===== src/rtl/router_pkg.sv =====
// Shared definitions for the packet TX scheduler and router slice:
// scheduler states, field widths and traffic-source IDs.
package router_pkg;

  localparam int unsigned ID_W   = 8;
  localparam int unsigned SIZE_W = 3;

  localparam logic [ID_W-1:0] TS1 = 8'd5;
  localparam logic [ID_W-1:0] TS2 = 8'd6;
  localparam logic [ID_W-1:0] TS3 = 8'd7;

  typedef enum logic [1:0] {
    StIdle = 2'd0,
    StLoad = 2'd1,
    StSend = 2'd2,
    StGap  = 2'd3
  } sched_state_e;

endpackage


===== src/rtl/rr_arbiter.sv =====
// Combinational round-robin arbiter: scans upward from ptr+1 (mod NUM_REQ)
// and returns the first active request as a one-hot grant plus its index.
module rr_arbiter #(
  parameter int unsigned NUM_REQ = 3,
  localparam int unsigned IdxW = (NUM_REQ > 1) ? $clog2(NUM_REQ) : 1
) (
  input  logic [NUM_REQ-1:0] req,
  input  logic [IdxW-1:0]    ptr,
  input  logic               en,
  output logic [NUM_REQ-1:0] gnt,
  output logic [IdxW-1:0]    idx
);

  logic            found;
  logic [IdxW-1:0] cand;

  always_comb begin
    gnt   = '0;
    idx   = '0;
    found = 1'b0;
    cand  = '0;
    for (int unsigned k = 1; k <= NUM_REQ; k++) begin
      cand = IdxW'((32'(ptr) + k) % NUM_REQ);
      if (en && !found && req[cand]) begin
        found     = 1'b1;
        idx       = cand;
        gnt[cand] = 1'b1;
      end
    end
  end

endmodule


===== src/rtl/pkt_tx_scheduler.sv =====
// Round-robin scheduler sharing one packet transmitter between NUM_REQ sources,
// with size-0 drop, FIFO-full backpressure and a fixed inter-packet gap.
module pkt_tx_scheduler
  import router_pkg::*;
#(
  parameter int unsigned NUM_REQ    = 3,
  parameter int unsigned GAP_CYCLES = 3,
  parameter int unsigned CNT_W      = 8
) (
  input  logic                      clk,
  input  logic                      rst,
  input  logic [NUM_REQ-1:0]        req,
  input  logic [ID_W*NUM_REQ-1:0]   req_srcid,
  input  logic [ID_W*NUM_REQ-1:0]   req_dstid,
  input  logic [SIZE_W*NUM_REQ-1:0] req_size,
  output logic [NUM_REQ-1:0]        grant,
  input  logic                      fifo_full,
  output logic                      tx_start,
  output logic [ID_W-1:0]           tx_srcid,
  output logic [ID_W-1:0]           tx_dstid,
  output logic [SIZE_W-1:0]         tx_size,
  output logic                      tx_stop,
  input  logic                      tx_sop,
  input  logic                      tx_eop,
  output logic                      busy,
  output logic                      err_drop,
  output logic [CNT_W-1:0]          pkt_count
);

  localparam int unsigned IdxW = (NUM_REQ > 1) ? $clog2(NUM_REQ) : 1;
  localparam int unsigned GapW = (GAP_CYCLES > 1) ? $clog2(GAP_CYCLES) : 1;

  sched_state_e state_q, state_d;

  logic [IdxW-1:0]    ptr_q, ptr_d;
  logic [IdxW-1:0]    gnt_idx_q, gnt_idx_d;
  logic [GapW-1:0]    gap_cnt_q, gap_cnt_d;
  logic [NUM_REQ-1:0] grant_q, grant_d;
  logic               tx_start_q, tx_start_d;
  logic [ID_W-1:0]    tx_srcid_q, tx_srcid_d;
  logic [ID_W-1:0]    tx_dstid_q, tx_dstid_d;
  logic [SIZE_W-1:0]  tx_size_q, tx_size_d;
  logic               tx_stop_q, tx_stop_d;
  logic               busy_q, busy_d;
  logic               err_drop_q, err_drop_d;
  logic [CNT_W-1:0]   pkt_count_q, pkt_count_d;

  logic               arb_en;
  logic               arb_valid;
  logic [NUM_REQ-1:0] arb_gnt;
  logic [IdxW-1:0]    arb_idx;
  logic [ID_W-1:0]    sel_srcid;
  logic [ID_W-1:0]    sel_dstid;
  logic [SIZE_W-1:0]  sel_size;
  logic               pkt_done;

  assign arb_en = (state_q == StIdle) && !fifo_full;

  rr_arbiter #(
    .NUM_REQ(NUM_REQ)
  ) u_arb (
    .req(req),
    .ptr(ptr_q),
    .en (arb_en),
    .gnt(arb_gnt),
    .idx(arb_idx)
  );

  assign arb_valid = |arb_gnt;
  assign sel_srcid = req_srcid[arb_idx*ID_W +: ID_W];
  assign sel_dstid = req_dstid[arb_idx*ID_W +: ID_W];
  assign sel_size  = req_size[arb_idx*SIZE_W +: SIZE_W];

  // sop+eop together in LOAD is a complete packet as well.
  assign pkt_done = ((state_q == StLoad) && tx_sop && tx_eop) ||
                    ((state_q == StSend) && tx_eop);

  always_ff @(posedge clk) begin
    if (rst) begin
      state_q     <= StIdle;
      ptr_q       <= IdxW'(NUM_REQ - 1);
      gnt_idx_q   <= '0;
      gap_cnt_q   <= '0;
      grant_q     <= '0;
      tx_start_q  <= 1'b0;
      tx_srcid_q  <= '0;
      tx_dstid_q  <= '0;
      tx_size_q   <= '0;
      tx_stop_q   <= 1'b1;
      busy_q      <= 1'b0;
      err_drop_q  <= 1'b0;
      pkt_count_q <= '0;
    end else begin
      state_q     <= state_d;
      ptr_q       <= ptr_d;
      gnt_idx_q   <= gnt_idx_d;
      gap_cnt_q   <= gap_cnt_d;
      grant_q     <= grant_d;
      tx_start_q  <= tx_start_d;
      tx_srcid_q  <= tx_srcid_d;
      tx_dstid_q  <= tx_dstid_d;
      tx_size_q   <= tx_size_d;
      tx_stop_q   <= tx_stop_d;
      busy_q      <= busy_d;
      err_drop_q  <= err_drop_d;
      pkt_count_q <= pkt_count_d;
    end
  end

  always_comb begin
    state_d   = state_q;
    gap_cnt_d = gap_cnt_q;
    unique case (state_q)
      StIdle: begin
        if (arb_valid && (sel_size != '0)) begin
          state_d = StLoad;
        end
      end
      StLoad: begin
        if (tx_sop) begin
          if (tx_eop) begin
            state_d   = StGap;
            gap_cnt_d = GapW'(GAP_CYCLES - 1);
          end else begin
            state_d = StSend;
          end
        end
      end
      StSend: begin
        if (tx_eop) begin
          state_d   = StGap;
          gap_cnt_d = GapW'(GAP_CYCLES - 1);
        end
      end
      StGap: begin
        if (gap_cnt_q == '0) begin
          state_d = StIdle;
        end else begin
          gap_cnt_d = gap_cnt_q - GapW'(1);
        end
      end
      default: state_d = StIdle;
    endcase
  end

  always_comb begin
    grant_d     = '0;
    err_drop_d  = 1'b0;
    tx_srcid_d  = tx_srcid_q;
    tx_dstid_d  = tx_dstid_q;
    tx_size_d   = tx_size_q;
    ptr_d       = ptr_q;
    gnt_idx_d   = gnt_idx_q;
    pkt_count_d = pkt_count_q;
    if (arb_valid) begin
      grant_d    = arb_gnt;
      tx_srcid_d = sel_srcid;
      tx_dstid_d = sel_dstid;
      tx_size_d  = sel_size;
      gnt_idx_d  = arb_idx;
      if (sel_size == '0) begin
        err_drop_d = 1'b1;
        ptr_d      = arb_idx;
      end
    end
    if (pkt_done) begin
      pkt_count_d = pkt_count_q + CNT_W'(1);
      ptr_d       = gnt_idx_q;
    end
    // Start is raised one cycle after the grant and dropped on the eop edge.
    tx_start_d = ((state_q == StLoad) || (state_q == StSend)) && (state_d != StGap);
    tx_stop_d  = (state_d == StGap);
    busy_d     = (state_d != StIdle);
  end

  assign grant     = grant_q;
  assign tx_start  = tx_start_q;
  assign tx_srcid  = tx_srcid_q;
  assign tx_dstid  = tx_dstid_q;
  assign tx_size   = tx_size_q;
  assign tx_stop   = tx_stop_q;
  assign busy      = busy_q;
  assign err_drop  = err_drop_q;
  assign pkt_count = pkt_count_q;

endmodule


===== config.mk =====
export PLATFORM = sky130hd
export DESIGN_NAME = pkt_tx_scheduler
export DESIGN_NICKNAME = d
export VERILOG_FILES = /design/src/rtl/router_pkg.sv /design/src/rtl/rr_arbiter.sv /design/src/rtl/pkt_tx_scheduler.sv
export SDC_FILE = /design/constraint.sdc
export NUM_CORES = 1
export LEC_CHECK = 0
export BUFFER_PORTS_ARGS = -buffer_cell sky130_fd_sc_hd__buf_2
export CORE_ASPECT_RATIO = 0.75
export CORE_MARGIN = 2
export CORE_UTILIZATION = 45
export DETAILED_ROUTE_END_ITERATION = 8
export HOLD_SLACK_MARGIN = 0.08
export PLACE_DENSITY_LB_ADDON = 0.25
export SKIP_CTS_REPAIR_TIMING = 1
export SYNTH_ARGS = -nofsm -noshare
export SYNTH_HDL_FRONTEND = slang
export SYNTH_SLANG_ARGS = --single-unit

===== constraint.sdc =====
create_clock -name clk -period 3.5 [get_ports clk]
set_input_delay 0.7 -clock clk [delete_from_list [all_inputs] [get_ports clk]]
set_output_delay 0.7 -clock clk [all_outputs]
set_load 0.02 [all_outputs]

==> metrics.md <==
| Metric | Value |
|---|---|
| Status | complete, no violations |
| Clock sinks | 42 |
| Crit path max fanout | 19 |
| Placed instance count | 439 |
| Crit-path max cell delay | 0.94 ns |
| DRT iter0 DRCs | 95 |
| R2r setup slk | 0.54 ns |
| Ys async rst share | 0% |
| Max cap viols | 0 |
| Initial antenna violation count | 0 |
| Layout Skew | 0.00543 ns |
| Final setup vio count | 0 |
| TritonCTS Buffers | 5 |
| CTS tree | yes |
| Via count | 2322 |
| Final #Nets | 447 |
| Gpl congestion | 0.822 |
| CP Cell Sequence | inv_1 > ha_1 > nand3b_1 > o2111a_1 > a32o_2 > nor4_4 > a22o_1 |
| Headroom to the max-slew limit | 27.9% |
| Fraction of layout cells with a size suffix above 1 | 32.0% |
| TNS Setup | 0 ns |
| Final Cycle Share | 84.7% |
| WL final | 5990 um |
| Largest buffer count on any clock path | 2 |
| Root buf cell | clkbuf_8 |
| Final Power | 1.71 mW |
| CTS clock-pin slew for the worst setup and hold paths | 0.08 ns |
| Syn_nets | 354 |
| Final min period | 2.96 ns |
| Register area share after synthesis | 34.2% |
| I/O pin total | 99 |
| CTS H-tree depth | 2 |
| First-pass GRT wire length | 9050 um |
| Count of warnings emitted by yosys | 0 |
| Setup CP Type | register to register |
| ANT cells | 0 |
| Number of flops mapped to enable cells by yosys | 0 |
| Worst-Margin Slew | 1.07 ns |
| Avg WL per Cell | 13.4 um |
| Hold Crit Class | register to register |
| Avg Synthesized Cell Area | 8.85 um2 |
| Yosys reg bits | 42 |
| P&R area growth vs syn | 24.9% |
| Worst VDD drop | 314 uV |
| Fmax | 337 MHz |
| Row cnt | 23 |
| Final cell count without fillers | 447 |
| Slowest stage cell, crit path | nor4_4 |
| DIE AREA | 6080 um2 |
| Antenna viol nets, final | 0 |
| Starting Density | 46.5% |
| Residual DRC | 0 |
| Core Box Area | 5300 um2 |
| Critical path startpoint category | register |
| DIE HEIGHT | 68.0 um |
| Port buffer count | 98 |
| WP data required | 3.73 ns |
| Synth unique cells | 59 |
| Crit. End Element | register |
| Crit path DAT | 3.19 ns |
| Commonest register cell after synthesis | dfxtp_1 |
| Leakage | 1.40 nW |
| Clk Latency, worst-skew pair | 0.29 ns |
| Largest net degree at the start of global routing | 40 |
| Detail Placement HPWL | 4550 um |
| Final Hold Vio Count | 0 |
| RSZ-0062 raised after global routing | false |
| Max Slew Vio Count | 0 |
| DR pass1 iterations | 4 |
| Synthesized area | 2460 um2 |
| GR Util All Layers | 18.8% |
| Via density | 5.19 |
| Vias in the first global route | 1964 |
| Power per cell area | 556 nW/um2 |
| DIE WIDTH | 89.4 um |
| Grt total ovfl | 0 |
| Cells after synthesis | 278 |
[cells by family after synthesis]
family / count (synthesis) / share of synthesized area, %
AO/OA/AOI/OAI: 77 / 23.2
XOR/XNOR: 7 / 2.49
adder cells (fa/ha/maj): 11 / 5.59
buffers and inverters: 23 / 4.32
flip-flops: 42 / 34.2
multiplexers: 25 / 10.2
AND/OR/NAND/NOR: 93 / 20.0
[metrics by stage]
step	utilization, %	setup slack (ns)	hold slack [ns]	instance area [um2]
6_report	58.1	0.537	0.476	3070
5_1_grt	58.1	0.324	0.495	3070
4_1_cts	58.1	0.569	0.484	3070
3_5_place_dp	56.4	0.520	0.459	2990
3_3_place_gp	56.4	0.622	0.453	2990
2_1_floorplan	-	1.13	0.442	2460
[layer usage]
| metal | global-route usage (%) | up-vias | share of wire [%] |
|---|---|---|---|
| li1 | - | 1205 | - |
| met1 | 26.4 | 1065 | 48 |
| met2 | 29.4 | 50 | 48 |
| met3 | 4.22 | 2 | 3.9 |
| met4 | 4.29 | 0 | 0.48 |
| met5 | 0 | - | 0 |
[cells in the mapped netlist (all sizes together) (7+ instances only)]
master / n / area share [%]
a21oi: 7 / 1.6
a22o: 19 / 6.8
buf: 7 / 1.9
clkbuf: 7 / 1.1
dfxtp: 42 / 34
ha: 11 / 5.6
inv: 9 / 1.4
mux2i: 24 / 9.8
nand2: 29 / 4.4
nor2: 26 / 4.3
o21ai: 24 / 4.9
[critical path: cells and delay by family (launching register included)]
kind,cells,cell delay [ns]
AO/OA/AOI/OAI,3,0.76
AND/OR/NAND/NOR,2,1.14
buffers and inverters,1,0.08
adder cells (fa/ha/maj),1,0.55
flip-flops,1,0.37
[cell usage in the layout, fill, tap and decap left out, types with 2 or more instances in the layout]
master and instances:
buf_2 98, clkbuf_8 5, nor3_1 5, ha_1 11, a21o_1 2, nor2_1 25
nor2b_1 6, o21ai_1 2, inv_1 9, xnor2_1 2, o211a_1 2, and2_1 2
a21oi_1 6, or3_1 3, buf_4 2, nand2_1 29, mux2i_1 24, dfxtp_1 42
o211ai_1 2, nor4_1 2, xor2_1 5, nand3b_1 2, nand4_1 2, o21ai_0 22
o31ai_1 4, nand4b_1 2, nand3_1 4, a22o_1 19
[registers in the layout, indices dropped and copies added (netlist names), 2 cells and up]
signal,cells
pkt_count,8
ptr_q,2
tx_srcid,8
gnt_idx_q,2
tx_dstid,8
state_q,2
tx_size,3
gap_cnt_q,2
grant,3
[final timing paths]
kind                                  start           to  cells after the start
worst min-delay path            tx_srcid[3]  tx_srcid[3]                      1
worst max register to register     ptr_q[0]  tx_srcid[7]                      7
worst max-delay path               ptr_q[0]  tx_srcid[7]                      7
worst min register to register  tx_srcid[3]  tx_srcid[3]                      1
[cell type report]
class	count	area (um2)
Tap cell	75	93.8
Timing Repair Buffer	100	505
Clock inverter	2	13.8
Inverter	9	33.8
Clock buffer	6	72.6
Sequential cell	42	841
Fill cell	514	2220
Multi-Input combinational cell	213	1510
[power breakdown]
group          total, mW  switching [mW]  internal (mW)  leakage (nW)
Clock              0.305           0.164          0.141        0.0452
Sequential         0.629          0.0520          0.577         0.343
Combinational      0.776           0.461          0.315          1.01
No activity file was read; power rests on OpenSTA's default activity.
